<file path="src/rtl/peripheral_esp_ctrl_multi.sv">
// peripheral_esp_ctrl_multi: bus-mapped power-on sequencer for up to 8 ESP-class modules.
// Each channel drives its module reset for PULSE_LEN cycles, waits BOOT_LEN cycles,
// then reports READY and latches a DONE flag that can raise irq.
// Legal parameter range: 1 <= N_CH <= 8, 1 <= CNT_W <= 16.
module peripheral_esp_ctrl_multi #(
  parameter int N_CH      = 2,
  parameter int CNT_W     = 16,
  parameter int PULSE_DEF = 50,
  parameter int BOOT_DEF  = 100
) (
  input  logic            clk,
  input  logic            sys_rst,
  input  logic            cs,
  input  logic            rd,
  input  logic            wr,
  input  logic [3:0]      addr,
  input  logic [15:0]     d_in,
  output logic [15:0]     d_out,
  output logic [N_CH-1:0] mod_rst,
  output logic [N_CH-1:0] ready,
  output logic            irq
);

  localparam logic [3:0] ADDR_CTRL   = 4'h0;
  localparam logic [3:0] ADDR_STATUS = 4'h2;
  localparam logic [3:0] ADDR_PULSE  = 4'h4;
  localparam logic [3:0] ADDR_BOOT   = 4'h6;
  localparam logic [3:0] ADDR_DONE   = 4'h8;
  localparam logic [3:0] ADDR_IRQ_EN = 4'hA;

  localparam logic [CNT_W-1:0] ONE            = CNT_W'(1);
  localparam logic [CNT_W-1:0] PULSE_RST      = CNT_W'(PULSE_DEF);
  localparam logic [CNT_W-1:0] BOOT_RST       = CNT_W'(BOOT_DEF);
  localparam logic [CNT_W-1:0] PULSE_LOAD_RST = (PULSE_RST == '0) ? ONE : PULSE_RST;

  // ST_IDLE only exists for unused channel slots; instantiated channels never reach it.
  typedef enum logic [1:0] {
    ST_IDLE,
    ST_RST,
    ST_BOOT,
    ST_READY
  } state_e;

  state_e           state_q     [N_CH];
  state_e           state_d     [N_CH];
  logic [CNT_W-1:0] cnt_q       [N_CH];
  logic [CNT_W-1:0] cnt_d       [N_CH];
  logic [CNT_W-1:0] boot_snap_q [N_CH];
  logic [CNT_W-1:0] boot_snap_d [N_CH];

  logic [CNT_W-1:0] pulse_len_q, pulse_len_d;
  logic [CNT_W-1:0] boot_len_q, boot_len_d;
  logic [N_CH-1:0]  done_q, done_d;
  logic [N_CH-1:0]  irq_en_q, irq_en_d;
  logic [N_CH-1:0]  mod_rst_q, mod_rst_d;
  logic [N_CH-1:0]  ready_q, ready_d;
  logic [15:0]      d_out_q, d_out_d;

  logic             wr_en;
  logic             rd_en;
  logic [N_CH-1:0]  start;
  logic [N_CH-1:0]  clear;
  logic [N_CH-1:0]  enter_ready;
  logic [N_CH-1:0]  busy;
  logic [CNT_W-1:0] pulse_load;
  logic [15:0]      rdata;

  // Bus write decode: register updates, channel start strobes and DONE clear mask.
  always_comb begin
    wr_en       = cs & wr;
    rd_en       = cs & rd;
    start       = '0;
    clear       = '0;
    pulse_len_d = pulse_len_q;
    boot_len_d  = boot_len_q;
    irq_en_d    = irq_en_q;
    if (wr_en) begin
      case (addr)
        ADDR_CTRL:   start       = d_in[N_CH-1:0];
        ADDR_PULSE:  pulse_len_d = d_in[CNT_W-1:0];
        ADDR_BOOT:   boot_len_d  = d_in[CNT_W-1:0];
        ADDR_DONE:   clear       = d_in[N_CH-1:0];
        ADDR_IRQ_EN: irq_en_d    = d_in[N_CH-1:0];
        default:     ;
      endcase
    end
    pulse_load = (pulse_len_q == '0) ? ONE : pulse_len_q;
  end

  // Per-channel sequencer; BOOT_LEN is snapshotted at start so later writes cannot stretch
  // or shorten a sequence already in flight.
  always_comb begin
    for (int i = 0; i < N_CH; i++) begin
      state_d[i]     = state_q[i];
      cnt_d[i]       = cnt_q[i];
      boot_snap_d[i] = boot_snap_q[i];
      enter_ready[i] = 1'b0;
      busy[i]        = (state_q[i] == ST_RST) || (state_q[i] == ST_BOOT);
      if (start[i]) begin
        state_d[i]     = ST_RST;
        cnt_d[i]       = pulse_load;
        boot_snap_d[i] = boot_len_q;
      end else begin
        case (state_q[i])
          ST_RST: begin
            if (cnt_q[i] <= ONE) begin
              state_d[i] = ST_BOOT;
              cnt_d[i]   = boot_snap_q[i];
            end else begin
              cnt_d[i] = cnt_q[i] - ONE;
            end
          end
          ST_BOOT: begin
            if (cnt_q[i] <= ONE) begin
              state_d[i]     = ST_READY;
              cnt_d[i]       = '0;
              enter_ready[i] = 1'b1;
            end else begin
              cnt_d[i] = cnt_q[i] - ONE;
            end
          end
          default: ;
        endcase
      end
      mod_rst_d[i] = (state_d[i] == ST_RST);
      ready_d[i]   = (state_d[i] == ST_READY);
    end
    done_d = (done_q & ~clear) | enter_ready;
  end

  // Read mux built from pre-edge register values, so a combined read/write returns old data.
  always_comb begin
    rdata = '0;
    case (addr)
      ADDR_STATUS: begin
        rdata[N_CH-1:0]  = ready_q;
        rdata[8 +: N_CH] = busy;
      end
      ADDR_PULSE:  rdata[CNT_W-1:0] = pulse_len_q;
      ADDR_BOOT:   rdata[CNT_W-1:0] = boot_len_q;
      ADDR_DONE:   rdata[N_CH-1:0]  = done_q;
      ADDR_IRQ_EN: rdata[N_CH-1:0]  = irq_en_q;
      default:     ;
    endcase
    d_out_d = rd_en ? rdata : d_out_q;
  end

  // All state, registered outputs included; sys_rst restarts every channel in RST.
  always_ff @(posedge clk) begin
    if (sys_rst) begin
      for (int i = 0; i < N_CH; i++) begin
        state_q[i]     <= ST_RST;
        cnt_q[i]       <= PULSE_LOAD_RST;
        boot_snap_q[i] <= BOOT_RST;
      end
      pulse_len_q <= PULSE_RST;
      boot_len_q  <= BOOT_RST;
      done_q      <= '0;
      irq_en_q    <= '0;
      mod_rst_q   <= '1;
      ready_q     <= '0;
      d_out_q     <= '0;
    end else begin
      for (int i = 0; i < N_CH; i++) begin
        state_q[i]     <= state_d[i];
        cnt_q[i]       <= cnt_d[i];
        boot_snap_q[i] <= boot_snap_d[i];
      end
      pulse_len_q <= pulse_len_d;
      boot_len_q  <= boot_len_d;
      done_q      <= done_d;
      irq_en_q    <= irq_en_d;
      mod_rst_q   <= mod_rst_d;
      ready_q     <= ready_d;
      d_out_q     <= d_out_d;
    end
  end

  assign mod_rst = mod_rst_q;
  assign ready   = ready_q;
  assign d_out   = d_out_q;
  assign irq     = |(done_q & irq_en_q);

endmodule

</file>
<file path="config.mk">
export PLATFORM = sky130hd
export DESIGN_NAME = peripheral_esp_ctrl_multi
export DESIGN_NICKNAME = d
export VERILOG_FILES = /design/src/rtl/peripheral_esp_ctrl_multi.sv
export SDC_FILE = /design/constraint.sdc
export NUM_CORES = 1
export LEC_CHECK = 0
export ABC_AREA = 1
export CORE_ASPECT_RATIO = 1.25
export CORE_UTILIZATION = 45
export CTS_BUF_LIST = sky130_fd_sc_hd__clkbuf_2 sky130_fd_sc_hd__clkbuf_4 sky130_fd_sc_hd__clkbuf_8
export DETAILED_ROUTE_END_ITERATION = 8
export GPL_ROUTABILITY_DRIVEN = 1
export PLACE_DENSITY_LB_ADDON = 0.25
export SLEW_MARGIN = 20
export SYNTH_ARGS = -nofsm -noshare
export SYNTH_HDL_FRONTEND = slang
export SYNTH_SLANG_ARGS = --single-unit
</file>
<file path="constraint.sdc">
create_clock -name clk -period 1.73 [get_ports clk]
set_input_delay 0.346 -clock clk [delete_from_list [all_inputs] [get_ports clk]]
set_output_delay 0.346 -clock clk [all_outputs]
set_load 0.05 [all_outputs]
</file>
After elaboration in Yosys (flattened, before gate mapping)

Memory sizes are Yosys's and may differ from the RTL's.
Index checks and enable logic that the tools add are counted.

Bits in writable memories: 68
Register bits after elaboration: 56
Bits of input ports: 25
Memories kept: 3
Output and inout bits: 21

Memory list:

| name        | depth | width | read ports | clocked after Yosys merged registers in | write ports | line | RTL |
|---|---|---|---|---|---|---|---|
| boot_snap_q | 2     | 16    | 2          | 0                                       | 2           | 48   | `logic [CNT_W-1:0] boot_snap_q [N_CH];` |
| cnt_q       | 2     | 16    | 2          | 0                                       | 2           | 46   | `logic [CNT_W-1:0] cnt_q [N_CH];` |
| state_q     | 2     | 2     | 2          | 0                                       | 2           | 44   | `state_e state_q [N_CH];` |

Muxes and demuxes: 42
Magnitude comparators: 2
$add $sub $neg: 2
Bitwise operators: 12
Equality and inequality tests: 13
Reductions and logical operators: 8

Operator list:

| kind                                                                    | count |
|---|---|
| 16-bit 2-to-1 mux                                                       | 13 |
| 16-bit one-hot mux with 2 select lines                                  | 2 |
| 16-bit by 1-bit <= comparator with 1-bit output (second input constant) | 2 |
| 16-bit by 1-bit subtractor with 16-bit output (second input constant)   | 2 |
| 2-bit 2-to-1 mux                                                        | 12 |
| 6-bit one-hot mux with 2 select lines                                   | 2 |
| 16-bit zero test                                                        | 1 |
| 2-bit one-hot mux with 5 select lines                                   | 1 |
| 1-bit 2-to-1 mux                                                        | 9 |
| 2-bit by 1-bit == test with 1-bit output (second input constant)        | 4 |
| 2-bit == test (second input constant)                                   | 4 |
| 4-bit by 3-bit == test with 1-bit output (second input constant)        | 2 |
| 4-bit == test (second input constant)                                   | 2 |
| 2-bit one-hot mux with 2 select lines                                   | 2 |
| 1-bit OR                                                                | 6 |
| 2-bit one-hot mux with 3 select lines                                   | 1 |
| 2-bit AND reduction                                                     | 3 |
| 2-bit AND                                                               | 2 |
| 4-bit by 2-bit == test with 1-bit output (second input constant)        | 1 |
| 4-bit zero test                                                         | 1 |
| 1-bit AND                                                               | 2 |
| 1-bit logical OR                                                        | 2 |
| 2-bit NOT                                                               | 1 |
| 2-bit OR                                                                | 1 |
| 2-bit OR reduction                                                      | 1 |

Logic depth before layout (Yosys ltp)

Depth in word-level cells: 6
Mapped depth: 12
Depth with buffers taken out: 11

Worst setup path after synthesis

OpenSTA, ideal clock, no wires.

Kind: flip-flop to flip-flop
Start: memory cnt_q[1][0], in the netlist cnt_q[0][16]
End: memory cnt_q[1][9], in the netlist cnt_q[0][25]
Cell stages (with the launch flop): 10
Arrival time: 1.405 ns
Data required time: 1.608 ns
Path slack: 0.203 ns
Clock period less this slack: 1.527 ns
Library setup time: 0.122 ns
Cells stage by stage: dfxtp_1 > inv_1 > ha_1 > nand2_1 > a21oi_2 > nand2_2 > buf_2 > nand2_1 > o21ai_0 > a21oi_1

RTL lines:

| item            | line |
|---|---|
| start, declared | 46 |

Worst setup path in the final report

Start: register done_q[0]
End: output port irq

Longest elaborated chain between the ends: 2

RTL lines:

| item                   | line | RTL |
|---|---|---|
| start, declared        | 53   | `logic [N_CH-1:0] done_q, done_d;` |
| start signal, assigned | 171  | `done_q <= done_d;` |
| 2-bit AND              | 182  | `assign irq = \|(done_q & irq_en_q);` |
| 2-bit OR reduction     | 182  |  |
| end, declared          | 21   | `output logic irq` |

No other way between the ends.

==> flow_metrics.env <==
export IMPL_status="finished clean"
export IMPL_fin_total_pwr_mw=9.47
export IMPL_clock_path_buffers=2
export IMPL_cts_setup_buffers=0
export IMPL_final_cell_count_no_fill=1218
export IMPL_cp_slowest_stage_delay_ns=0.33
export IMPL_postCtsResizedCells=0
export IMPL_cts_tree="done"
export IMPL_ys_seq_area_share_pct=39.3
export IMPL_slew_violations=0
export IMPL_whs_ns=0.472
export IMPL_hold_class="reg -> reg"
export IMPL_synth_top_area_share_pct=39.3
export IMPL_netlist_cell_type_count=33
export IMPL_dp_cells=1188
export IMPL_max_cap_violations=0
export IMPL_cts_sinks=124
export IMPL_drt_pre_antenna_iters=5
export IMPL_crit_chain="inv_1, o22ai_1, buf_12"
export IMPL_nFillCells=1324
export IMPL_powerDensity_nw_per_um2=1200
export IMPL_grt_pass1_wl_um=28000
export IMPL_slew_headroom_pct=74.1
export IMPL_syn_area_sq_um=6310
export IMPL_gp_congestion=0.868
export IMPL_synthTopCellsByArea="dfxtp_1 39%, nand2_1 11%, o21ai_0 11%, inv_1 7.6%, a21oi_1 7.1%"
export IMPL_dp_hpwl_um=13000
export IMPL_ys_ff_latch=124
export IMPL_timing_final_crit_share_pct=93.2
export IMPL_initial_core_util_pct=45.9
export IMPL_crit_fanout=2
export IMPL_worstMarginPinSlew_ns=0.388
export IMPL_fp_dieH_um=134
export IMPL_r2r_start="cnt_q[0][1]$_SDFFE_PP1P_"
export IMPL_first_iter_violations=320
export IMPL_grt_usage_pct=25.1
export IMPL_clkSlewWorstSetupHoldPaths_ns=0.06
export IMPL_cp_num_cells=3
export IMPL_placed_area_sq_um=7480
export IMPL_nets=1069
export IMPL_synth_fp_nets=967
export IMPL_hold_viol=0
export IMPL_drive_gt1_share_pct=15.8
export IMPL_peakVddDrop_v=0.000792
export IMPL_diodes=0
export IMPL_setup_worst_path_start="done_q[0]$_SDFF_PP0_"
export IMPL_wire_per_inst_um=14.3
export IMPL_grt_max_degree=62
export IMPL_portBuffers=45
export IMPL_grt_pass1_vias=5801
export IMPL_h_tree_depth=4
export IMPL_r2r_end="cnt_q[0][8]$_SDFFE_PP0P_"
export IMPL_path_delay_family="flip-flops"
export IMPL_finalClockSkew_ns=0.00973
export IMPL_yosys_area_top_type="dfxtp_1"
export IMPL_drc_errors=0
export IMPL_critPathSlowestCell="dfxtp_1"
export IMPL_max_freq_ghz=0.620
export IMPL_cp_required_ns=1.38
export IMPL_leakage_nw=3.63
export IMPL_vias=6297
export IMPL_cts_root_buffer="clkbuf_8"
export IMPL_cts_buffers_inserted=17
export IMPL_num_rows=48
export IMPL_path_buf_inv=2
export IMPL_die_area_sq_um=14500
export IMPL_final_antenna_net_count=0
export IMPL_area_growth_pct=24.8
export IMPL_core_area_sq_um=13800
export IMPL_post_route_util_pct=57.3
export IMPL_worstSetupEndpointType="primary output"
export IMPL_setup_violations_final=0
export IMPL_io_pins=46
export IMPL_arrival_ns=1.27
export IMPL_wl_um=17400
export IMPL_insertion_delay_ns=0.45
export IMPL_die_w_um=108
export IMPL_overflow=0
export IMPL_ctsHoldBuffers=0
export IMPL_startpoint_type="flip-flop"
export IMPL_fin_area_sq_um=7880
export IMPL_synth_cells=932
export IMPL_r2r_cells=9
export IMPL_yosysWarnings=0
export IMPL_crit_end="irq"
export IMPL_period_needed_ns=1.61
export IMPL_ff2ff_setup_slack_ns=0.12
export IMPL_vias_per_cell=5.17
export IMPL_antenna_found_initial=0
export IMPL_critPathKind="reg -> out"
export IMPL_synth_area_per_cell_sq_um=6.77
[per-stage QoR]
step                setup slack, ns  TNS [ns]
CTS                          0.0160         0
detailed placement           -0.291    -20.24
global route                -0.0141   -0.0141
global placement             -0.258    -17.85
finish                        0.117         0
floorplan                     0.203         0
[per-layer routing]
layer  vias to the layer above  routed length [um]  global-route usage [%]
li1                       3223                   -                       -
met1                      2873                7650                    30.3
met2                       167                8580                    43.1
met3                        34                 803                    4.96
met4                         0                 421                    9.97
met5                         -                   0                       0
[power by group]
group	switching (mW)	leakage (nW)	internal, mW
combinational	2.12	2.44	1.48
sequential	0.342	1.01	3.24
clock	1.08	0.184	1.21
total	3.55	3.63	5.93
[state kept, by name, summed over array words and instances (netlist names)]
register	flops
boot_snap_q	32
cnt_q	32
boot_len_q	16
d_out	16
pulse_len_q	16
state_q	4
done_q	2
irq_en_q	2
mod_rst	2
ready	2
[placed cells by master, fill, tap and decap left out, drive strengths merged, types with 3 or more instances in the layout]
cell type	synthesis	layout
nor2	98	98
nand3	28	28
xor2	11	11
o21ai	151	151
a21oi	92	92
xnor2	4	4
buf	20	99
o221ai	15	15
dfxtp	124	124
o22ai	5	5
o211ai	6	6
clkbuf	22	26
a31oi	3	3
inv	131	131
nand4	5	5
nand2	201	203
clkdlybuf4s50	0	24
ha	10	10
[cell families after synthesis]
group / after synthesis / share of synthesized area, %
AOI/OAI and AO/OA: 274 / 23.2
xor gates and xnor gates: 15 / 2.08
adders and majority gates: 10 / 1.98
buffers and inverters: 173 / 11.1
DFF: 124 / 39.3
and+or+nand+nor: 336 / 22.3
[worst reg2reg max path: stages, from the launching register on]
cell	delay, ns
dfxtp_1	0.32
inv_1	0.10
ha_2	0.21
nand2_2	0.09
a21oi_2	0.22
nand2_4	0.14
nand2_4	0.15
nand2_1	0.08
a21oi_2	0.16
nor2_1	0.05
[Yosys cell counts]
| cell type | number |
|---|---|
| a211oi_1 | 1 |
| a21boi_0 | 1 |
| a21oi_1 | 90 |
| a21oi_2 | 2 |
| a31oi_1 | 3 |
| buf_1 | 1 |
| buf_2 | 13 |
| buf_4 | 3 |
| buf_6 | 3 |
| clkbuf_1 | 21 |
| clkbuf_2 | 1 |
| dfxtp_1 | 124 |
| ha_1 | 10 |
| inv_1 | 128 |
| inv_2 | 3 |
| nand2_1 | 192 |
| nand2_2 | 8 |
| nand2_4 | 1 |
| nand3_1 | 28 |
| nand3b_1 | 2 |
| nand4_1 | 5 |
| nor2_1 | 86 |
| nor2_2 | 6 |
| nor2_4 | 6 |
| nor3_1 | 1 |
| nor3b_1 | 1 |
| o211ai_1 | 6 |
| o21ai_0 | 143 |
| o21ai_1 | 8 |
| o221ai_1 | 15 |
| o22ai_1 | 5 |
| xnor2_1 | 4 |
| xor2_1 | 11 |
[area by class of cell]
class	instances	area [sq um]	area share, %
Clock inverter	2	10.0	0.127
Tap cell	175	219	2.78
Clock buffer	26	333	4.22
Sequential cell	124	2480	31.5
Inverter	131	492	6.24
Timing Repair Buffer	123	1160	14.7
Multi-Input combinational cell	637	3190	40.4
[how the worst min path moves through the flow]
stage / slack, ns / end / startpoint / cells after the start
finish: 0.47 / d_out[8]$_SDFFE_PP0P_ / d_out[8]$_SDFFE_PP0P_ / 2
global route: 0.51 / boot_snap_q[0][26]$_SDFFE_PP0P_ / boot_snap_q[0][26]$_SDFFE_PP0P_ / 2
CTS: 0.47 / d_out[8]$_SDFFE_PP0P_ / d_out[8]$_SDFFE_PP0P_ / 2
detailed placement: 0.46 / d_out[8]$_SDFFE_PP0P_ / d_out[8]$_SDFFE_PP0P_ / 2
global placement: 0.46 / d_out[8]$_SDFFE_PP0P_ / d_out[8]$_SDFFE_PP0P_ / 2
floorplan: 0.42 / boot_snap_q[0][26]$_SDFFE_PP0P_ / boot_snap_q[0][26]$_SDFFE_PP0P_ / 2
(Power assumes the default switching activity.)
